==> src/rtl/adv7511_cfg_sequencer.sv <==
`default_nettype none
// +----------------------------------------------------------------------------+
// | Module  : adv7511_cfg_sequencer                                            |
// | Brief   : ADV7511 power-up / hot-plug register-table writer over a         |
// |           valid/ready I2C command interface, with NACK retry and back-off. |
// | Revision: 1.0                                                              |
// +----------------------------------------------------------------------------+
module adv7511_cfg_sequencer #(
  parameter int         C_STARTUP_CYCLES = 29600000,
  parameter int         C_RETRY_CYCLES   = 148000,
  parameter int         C_MAX_RETRY      = 3,
  parameter logic [6:0] C_I2C_ADDR       = 7'h39
) (
  input  logic       clk,
  input  logic       sys_rst_n,
  input  logic       i_hpd,
  input  logic       i_start,
  output logic       o_cmd_valid,
  input  logic       i_cmd_ready,
  output logic [6:0] o_cmd_dev,
  output logic [7:0] o_cmd_reg,
  output logic [7:0] o_cmd_data,
  input  logic       i_cmd_done,
  input  logic       i_cmd_nack,
  output logic       o_busy,
  output logic       o_cfg_done,
  output logic       o_error,
  output logic [3:0] o_index
);

  localparam int c_CNT_MAX = (C_STARTUP_CYCLES > C_RETRY_CYCLES) ? C_STARTUP_CYCLES : C_RETRY_CYCLES;
  localparam int c_CNT_W   = $clog2(c_CNT_MAX + 1);
  localparam int c_RTY_W   = $clog2(C_MAX_RETRY + 2);

  localparam logic [c_CNT_W-1:0] c_STARTUP_LAST = c_CNT_W'(C_STARTUP_CYCLES - 1);
  localparam logic [c_CNT_W-1:0] c_RETRY_LAST   = c_CNT_W'(C_RETRY_CYCLES - 1);
  localparam logic [c_RTY_W-1:0] c_RETRY_MAX    = c_RTY_W'(C_MAX_RETRY);
  localparam logic [3:0]         c_LAST_IDX     = 4'd11;

  typedef enum logic [2:0] {
    S_WAIT_HPD = 3'd0,
    S_DELAY    = 3'd1,
    S_ISSUE    = 3'd2,
    S_WAIT_ACK = 3'd3,
    S_BACKOFF  = 3'd4,
    S_IDLE     = 3'd5,
    S_ERROR    = 3'd6
  } state_t;

  // Register table, {register address, data}
  function automatic logic [15:0] f_entry(input logic [3:0] idx);
    case (idx)
      4'd0:    f_entry = 16'h4110;
      4'd1:    f_entry = 16'h9803;
      4'd2:    f_entry = 16'h9AE0;
      4'd3:    f_entry = 16'h9C30;
      4'd4:    f_entry = 16'h9D61;
      4'd5:    f_entry = 16'hA2A4;
      4'd6:    f_entry = 16'hA3A4;
      4'd7:    f_entry = 16'hE0D0;
      4'd8:    f_entry = 16'hF900;
      4'd9:    f_entry = 16'h1500;
      4'd10:   f_entry = 16'h1630;
      4'd11:   f_entry = 16'hAF04;
      default: f_entry = 16'h0000;
    endcase
  endfunction

  state_t               r_state;
  logic                 r_hpd_s1;
  logic                 r_hpd_s2;
  logic                 r_hpd_prev;
  logic [c_CNT_W-1:0]   r_cnt;
  logic [3:0]           r_index;
  logic [c_RTY_W-1:0]   r_retry;
  logic                 r_restart;
  logic                 r_cfg_done;
  logic                 r_error;
  logic [7:0]           r_cmd_reg;
  logic [7:0]           r_cmd_data;

  state_t               w_state_nxt;
  logic [c_CNT_W-1:0]   w_cnt_nxt;
  logic [3:0]           w_index_nxt;
  logic [c_RTY_W-1:0]   w_retry_nxt;
  logic                 w_restart_nxt;
  logic                 w_cfg_done_nxt;
  logic                 w_error_nxt;
  logic [7:0]           w_cmd_reg_nxt;
  logic [7:0]           w_cmd_data_nxt;
  logic                 w_load;
  logic                 w_go_wait;
  logic                 w_busy;
  logic                 w_hpd_rise;
  logic                 w_restart_req;
  logic [15:0]          w_entry;

  assign w_busy        = (r_state == S_DELAY) || (r_state == S_ISSUE) ||
                         (r_state == S_WAIT_ACK) || (r_state == S_BACKOFF);
  assign w_hpd_rise    = r_hpd_s2 & ~r_hpd_prev;
  assign w_restart_req = r_restart | i_start;

  always_comb begin
    w_state_nxt    = r_state;
    w_cnt_nxt      = r_cnt;
    w_index_nxt    = r_index;
    w_retry_nxt    = r_retry;
    w_restart_nxt  = r_restart | (i_start & w_busy);
    w_cfg_done_nxt = r_cfg_done;
    w_error_nxt    = r_error;
    w_cmd_reg_nxt  = r_cmd_reg;
    w_cmd_data_nxt = r_cmd_data;
    w_load         = 1'b0;
    w_go_wait      = 1'b0;
    w_entry        = 16'h0000;

    case (r_state)
      S_WAIT_HPD: begin
        if (r_hpd_s2) begin
          w_state_nxt = S_DELAY;
          w_cnt_nxt   = '0;
        end
      end
      S_DELAY: begin
        if (!r_hpd_s2 || w_restart_req) begin
          w_go_wait = 1'b1;
        end else if (r_cnt == c_STARTUP_LAST) begin
          w_state_nxt = S_ISSUE;
          w_index_nxt = 4'd0;
          w_retry_nxt = '0;
          w_load      = 1'b1;
        end else begin
          w_cnt_nxt = r_cnt + 1'b1;
        end
      end
      S_ISSUE: begin
        // Once valid is raised it is held until accepted, even if HPD drops.
        if (i_cmd_ready) begin
          w_state_nxt = S_WAIT_ACK;
        end
      end
      S_WAIT_ACK: begin
        if (i_cmd_done) begin
          if (!r_hpd_s2 || r_restart) begin
            w_go_wait = 1'b1;
          end else if (!i_cmd_nack) begin
            if (r_index == c_LAST_IDX) begin
              w_state_nxt    = S_IDLE;
              w_cfg_done_nxt = 1'b1;
            end else begin
              w_state_nxt = S_ISSUE;
              w_index_nxt = r_index + 4'd1;
              w_retry_nxt = '0;
              w_load      = 1'b1;
            end
          end else if (r_retry < c_RETRY_MAX) begin
            w_state_nxt = S_BACKOFF;
            w_retry_nxt = r_retry + 1'b1;
            w_cnt_nxt   = '0;
          end else begin
            w_state_nxt = S_ERROR;
            w_error_nxt = 1'b1;
          end
        end
      end
      S_BACKOFF: begin
        if (!r_hpd_s2 || w_restart_req) begin
          w_go_wait = 1'b1;
        end else if (r_cnt == c_RETRY_LAST) begin
          w_state_nxt = S_ISSUE;
          w_load      = 1'b1;
        end else begin
          w_cnt_nxt = r_cnt + 1'b1;
        end
      end
      S_IDLE: begin
        if (w_hpd_rise || i_start || !r_hpd_s2) begin
          w_go_wait = 1'b1;
        end
      end
      S_ERROR: begin
        if (w_hpd_rise || i_start) begin
          w_go_wait = 1'b1;
        end
      end
      default: begin
        w_go_wait = 1'b1;
      end
    endcase

    if (w_go_wait) begin
      w_state_nxt    = S_WAIT_HPD;
      w_cnt_nxt      = '0;
      w_index_nxt    = 4'd0;
      w_retry_nxt    = '0;
      w_restart_nxt  = 1'b0;
      w_cfg_done_nxt = 1'b0;
      w_error_nxt    = 1'b0;
    end

    // Command fields are captured on entry to ISSUE so they stay stable under backpressure.
    if (w_load) begin
      w_entry        = f_entry(w_index_nxt);
      w_cmd_reg_nxt  = w_entry[15:8];
      w_cmd_data_nxt = w_entry[7:0];
    end
  end

  always_ff @(posedge clk or negedge sys_rst_n) begin
    if (!sys_rst_n) begin
      r_hpd_s1   <= 1'b0;
      r_hpd_s2   <= 1'b0;
      r_hpd_prev <= 1'b0;
    end else begin
      r_hpd_s1   <= i_hpd;
      r_hpd_s2   <= r_hpd_s1;
      r_hpd_prev <= r_hpd_s2;
    end
  end

  always_ff @(posedge clk or negedge sys_rst_n) begin
    if (!sys_rst_n) begin
      r_state    <= S_WAIT_HPD;
      r_cnt      <= '0;
      r_index    <= 4'd0;
      r_retry    <= '0;
      r_restart  <= 1'b0;
      r_cfg_done <= 1'b0;
      r_error    <= 1'b0;
      r_cmd_reg  <= 8'h00;
      r_cmd_data <= 8'h00;
    end else begin
      r_state    <= w_state_nxt;
      r_cnt      <= w_cnt_nxt;
      r_index    <= w_index_nxt;
      r_retry    <= w_retry_nxt;
      r_restart  <= w_restart_nxt;
      r_cfg_done <= w_cfg_done_nxt;
      r_error    <= w_error_nxt;
      r_cmd_reg  <= w_cmd_reg_nxt;
      r_cmd_data <= w_cmd_data_nxt;
    end
  end

  assign o_cmd_valid = (r_state == S_ISSUE);
  assign o_cmd_dev   = C_I2C_ADDR;
  assign o_cmd_reg   = r_cmd_reg;
  assign o_cmd_data  = r_cmd_data;
  assign o_busy      = w_busy;
  assign o_cfg_done  = r_cfg_done;
  assign o_error     = r_error;
  assign o_index     = r_index;

endmodule
`default_nettype wire

==> config.mk <==
export PLATFORM = sky130hd
export DESIGN_NAME = adv7511_cfg_sequencer
export DESIGN_NICKNAME = d
export VERILOG_FILES = /design/src/rtl/adv7511_cfg_sequencer.sv
export SDC_FILE = /design/constraint.sdc
export NUM_CORES = 1
export LEC_CHECK = 0
export ABC_AREA = 1
export CAP_MARGIN = 20
export CORE_ASPECT_RATIO = 0.5
export CORE_MARGIN = 2
export CORE_UTILIZATION = 55
export CTS_BUF_LIST = sky130_fd_sc_hd__clkbuf_16
export DETAILED_ROUTE_END_ITERATION = 7
export GPL_TIMING_DRIVEN = 1
export PLACE_DENSITY = 0.85
export SLEW_MARGIN = 5
export SYNTH_ARGS = -nofsm -noshare
export SYNTH_HDL_FRONTEND = slang
export SYNTH_SLANG_ARGS = --single-unit
==> constraint.sdc <==
create_clock -name clk -period 3.1 [get_ports clk]
set_input_delay 0.31 -clock clk [delete_from_list [all_inputs] [get_ports clk]]
set_output_delay 0.31 -clock clk [all_outputs]
set_load 0.005 [all_outputs]
==> flow_metrics.tcl <==
set metrics [dict create \
    status "finished, final reports clean" \
    yosys_warnings 0 \
    cts_sinks 56 \
    clk_path_buf_depth 2 \
    finalCritPeriodShare_pct 89.79 \
    grt_pass1_vias 3446 \
    cts_made_buffers 5 \
    core_um2 7212 \
    rows 22 \
    final_nets 632 \
    worst_clock_skew_ps 5.009 \
    grtUsageMet3_pct 5.037 \
    ioPinCount 38 \
    die_area_um2 8096 \
    tns_ps 0 \
    insertion_delay_ps 300 \
    crit_required_ps 3290 \
    cts_tree "built" \
    cts_root_buffer "clkbuf_16" \
    cpPeakStageDelay_ps 410 \
    port-buffer-count 29 \
    maxSlewViolCount 0 \
    cpLargestDelayFamily "simple AND/OR/NAND/NOR gates" \
    rsz0062_at_grt "no" \
    final_antenna_net_count 0 \
    start_kind "flop" \
    min_period_ps 2783 \
    groute.usage.overall_pct 24.70 \
    hold_viol 0 \
    fmax_ghz 0.3593 \
    min_path_type "flop to flop" \
    diodes 0 \
    start_util_pct 56.07 \
    relSlewSlack_pct 50.61 \
    die_h_um 64.63 \
    largest_reg_flops 25 \
    cp_slowest_cell "dfrtp_1" \
    rrSetupSlack_ps 320 \
    gr-total-overflow 0 \
    postRouteWirelength_um 9660 \
    finalHoldWorstSlack_ps 356.4 \
    die_x_um 125.3 \
    path_depth 19 \
    met2_usage_pct 38.25 \
    busiest_layer "met2" \
    cp_max_fo 8 \
    synth_seq_cells 56 \
    ff2ff_path_depth 19 \
    finalSetupViolations 0 \
    grtUsageMet1_pct 35.99 \
    peakVddDrop_uv 480.0 \
    critPathCaptureType "flop" \
    syn_area_um2 4044 \
    reg2reg_to "o_cmd_reg[2]" \
    worstSetupPathType "flop to flop" \
    path_cells "ha_2, inv_1, nor2_1, nand2_2, nor2_1, nand3_1, nand2_1, nand2_1, nand2_1, nand2_1, nand2_1, inv_1, ha_1, inv_1, nand2_1, nand3_1, nand2_1, nand2_1, nand2_1" \
    cts_max_level 2 \
    viasPerCell 5.603 \
    total_leakage_power_nw 2.119 \
    dr_total_vias 3989 \
    cap_violations 0 \
    worst-path-buf-inv 3 \
    dr.first_iter.drc_count 390 \
    cp-startpoint "r_cnt[0]" \
    yosysSeqAreaShare_pct 34.65 \
    hpwl_um 7248 \
    wire_per_inst_um 13.57 \
    endpoint "o_cmd_reg[2]" \
    drtPass1Iterations 5 \
    postSynthAreaPerCell_um2 6.854 \
    timing.rr.start "r_cnt[0]" \
    drive_gt1_share_pct 7.305 \
    grt_max_degree 42 \
    antenna_found_initial 0 \
    arrival_ps 2970 \
    final_util_pct 62.30 \
    gp_congestion 0.9397 \
    n_fill_cell 656 \
    synthDistinctLibCells 37 \
    path_clk_slew_ps 70 \
    critical_path.most_common_cell "nand2_1" \
    synthCells 590 \
    p_per_area_nw_per_um2 618.9 \
    syn_to_final_growth_pct 11.11 \
    grt_pass1_wl_um 16320 \
    worst_pin_slew_ps 738.1 \
    drc_errors 0 \
]
synth_stat cells, drive strengths merged:
cell,n,area (um^2)
inv,68,255.2
nand3,42,215.2
o21ai,36,206.5
conb,2,7.510
nor3,20,105.1
buf,19,161.4
xor2,6,52.55
xnor2,5,43.79
and3,1,6.260
nor4,5,31.28
nand2,177,694.4
ha,10,125.1
nand3b,1,7.510
o22ai,2,12.51
o31ai,3,22.52
nand4,34,212.7
o2111ai,3,26.28
nor2,72,305.3
clkinv,1,3.750
clkbuf,4,16.26
o211ai,3,22.52
a21oi,14,70.07
or2,5,31.28
o21bai,1,7.510
dfrtp,56,1401
placed cells by master (no fill, tap or decap), types with 4 or more instances in the layout:
cell	instances
nor4_1	5
nand4_1	34
nand2_2	6
nand2_1	169
xor2_1	6
inv_1	67
or2_2	5
nand3_1	41
conb_1	8
o21ai_2	7
clkbuf_16	5
dfrtp_1	56
xnor2_1	5
o21ai_0	17
buf_4	4
o21ai_1	12
ha_1	9
nor2_1	64
clkdlybuf4s50_1	28
nor2_2	5
a21oi_1	14
nor3_1	19
area by class of cell:
type / instances / area [um^2] / share of cell area, %
multi-input cells: 448 / 2231 / 49.65
flip-flops and latches: 56 / 1401 / 31.19
repair buffers: 35 / 345.3 / 7.686
inverters: 69 / 259.0 / 5.764
clock buffers: 5 / 125.1 / 2.785
well taps: 96 / 120.1 / 2.673
clock inverters: 3 / 11.26 / 0.2506
layer usage:
| metal | vias to the layer above | wire [um] |
|---|---|---|
| li1 | 1958 | - |
| met1 | 1844 | 4704 |
| met5 | - | 0 |
| met3 | 13 | 708 |
| met2 | 174 | 4147 |
| met4 | 0 | 99 |
power by group:
group | switching [mW] | leakage, nW | internal (mW)
sequential | 0.0880 | 0.764 | 0.822
clock | 0.256 | 0.0738 | 0.292
combinational | 0.872 | 1.28 | 0.451
total | 1.22 | 2.12 | 1.57
timing repair:
action                                  CTS  global route
endpoints found under the hold margin    19             0
buffers inserted                          0             0
endpoints found under the setup margin    0             1
resized for setup                         0             1
hold buffers                              1             0
worst min path at each step:
stage | depth (start not counted) | from | end | slack [ps]
2_1_floorplan | 0 | sys_rst_n | o_cfg_done | 10
3_3_place_gp | 1 | sys_rst_n | r_hpd_s1 | 270
3_5_place_dp | 1 | sys_rst_n | r_retry[1] | 280
4_1_cts | 0 | r_hpd_s1 | r_hpd_s2 | 360
5_1_grt | 0 | r_hpd_s1 | r_hpd_s2 | 370
6_report | 0 | r_hpd_s1 | r_hpd_s2 | 360
stage by stage:
step	setup slack (ps)	cells	area [um^2]	total power [mW]
global route	28.04	712	4493	2.990
global placement	372.8	703	4344	2.228
detailed placement	279.2	703	4344	2.231
finish	316.5	712	4493	2.781
CTS	329.2	712	4491	2.780
floorplan	829.6	596	4066	1.921
cells by family after synthesis:
family                     count (synthesis)  synth area share, %
AOI/OAI and AO/OA                         62                9.097
and+or+nand+nor                          357                39.79
xor gates and xnor gates                  11                2.382
adders and majority gates                 10                3.094
buffers and inverters                     92                10.80
other                                      2               0.1857
DFF                                       56                34.65
Note: power is estimated with default switching activity, not from simulation.
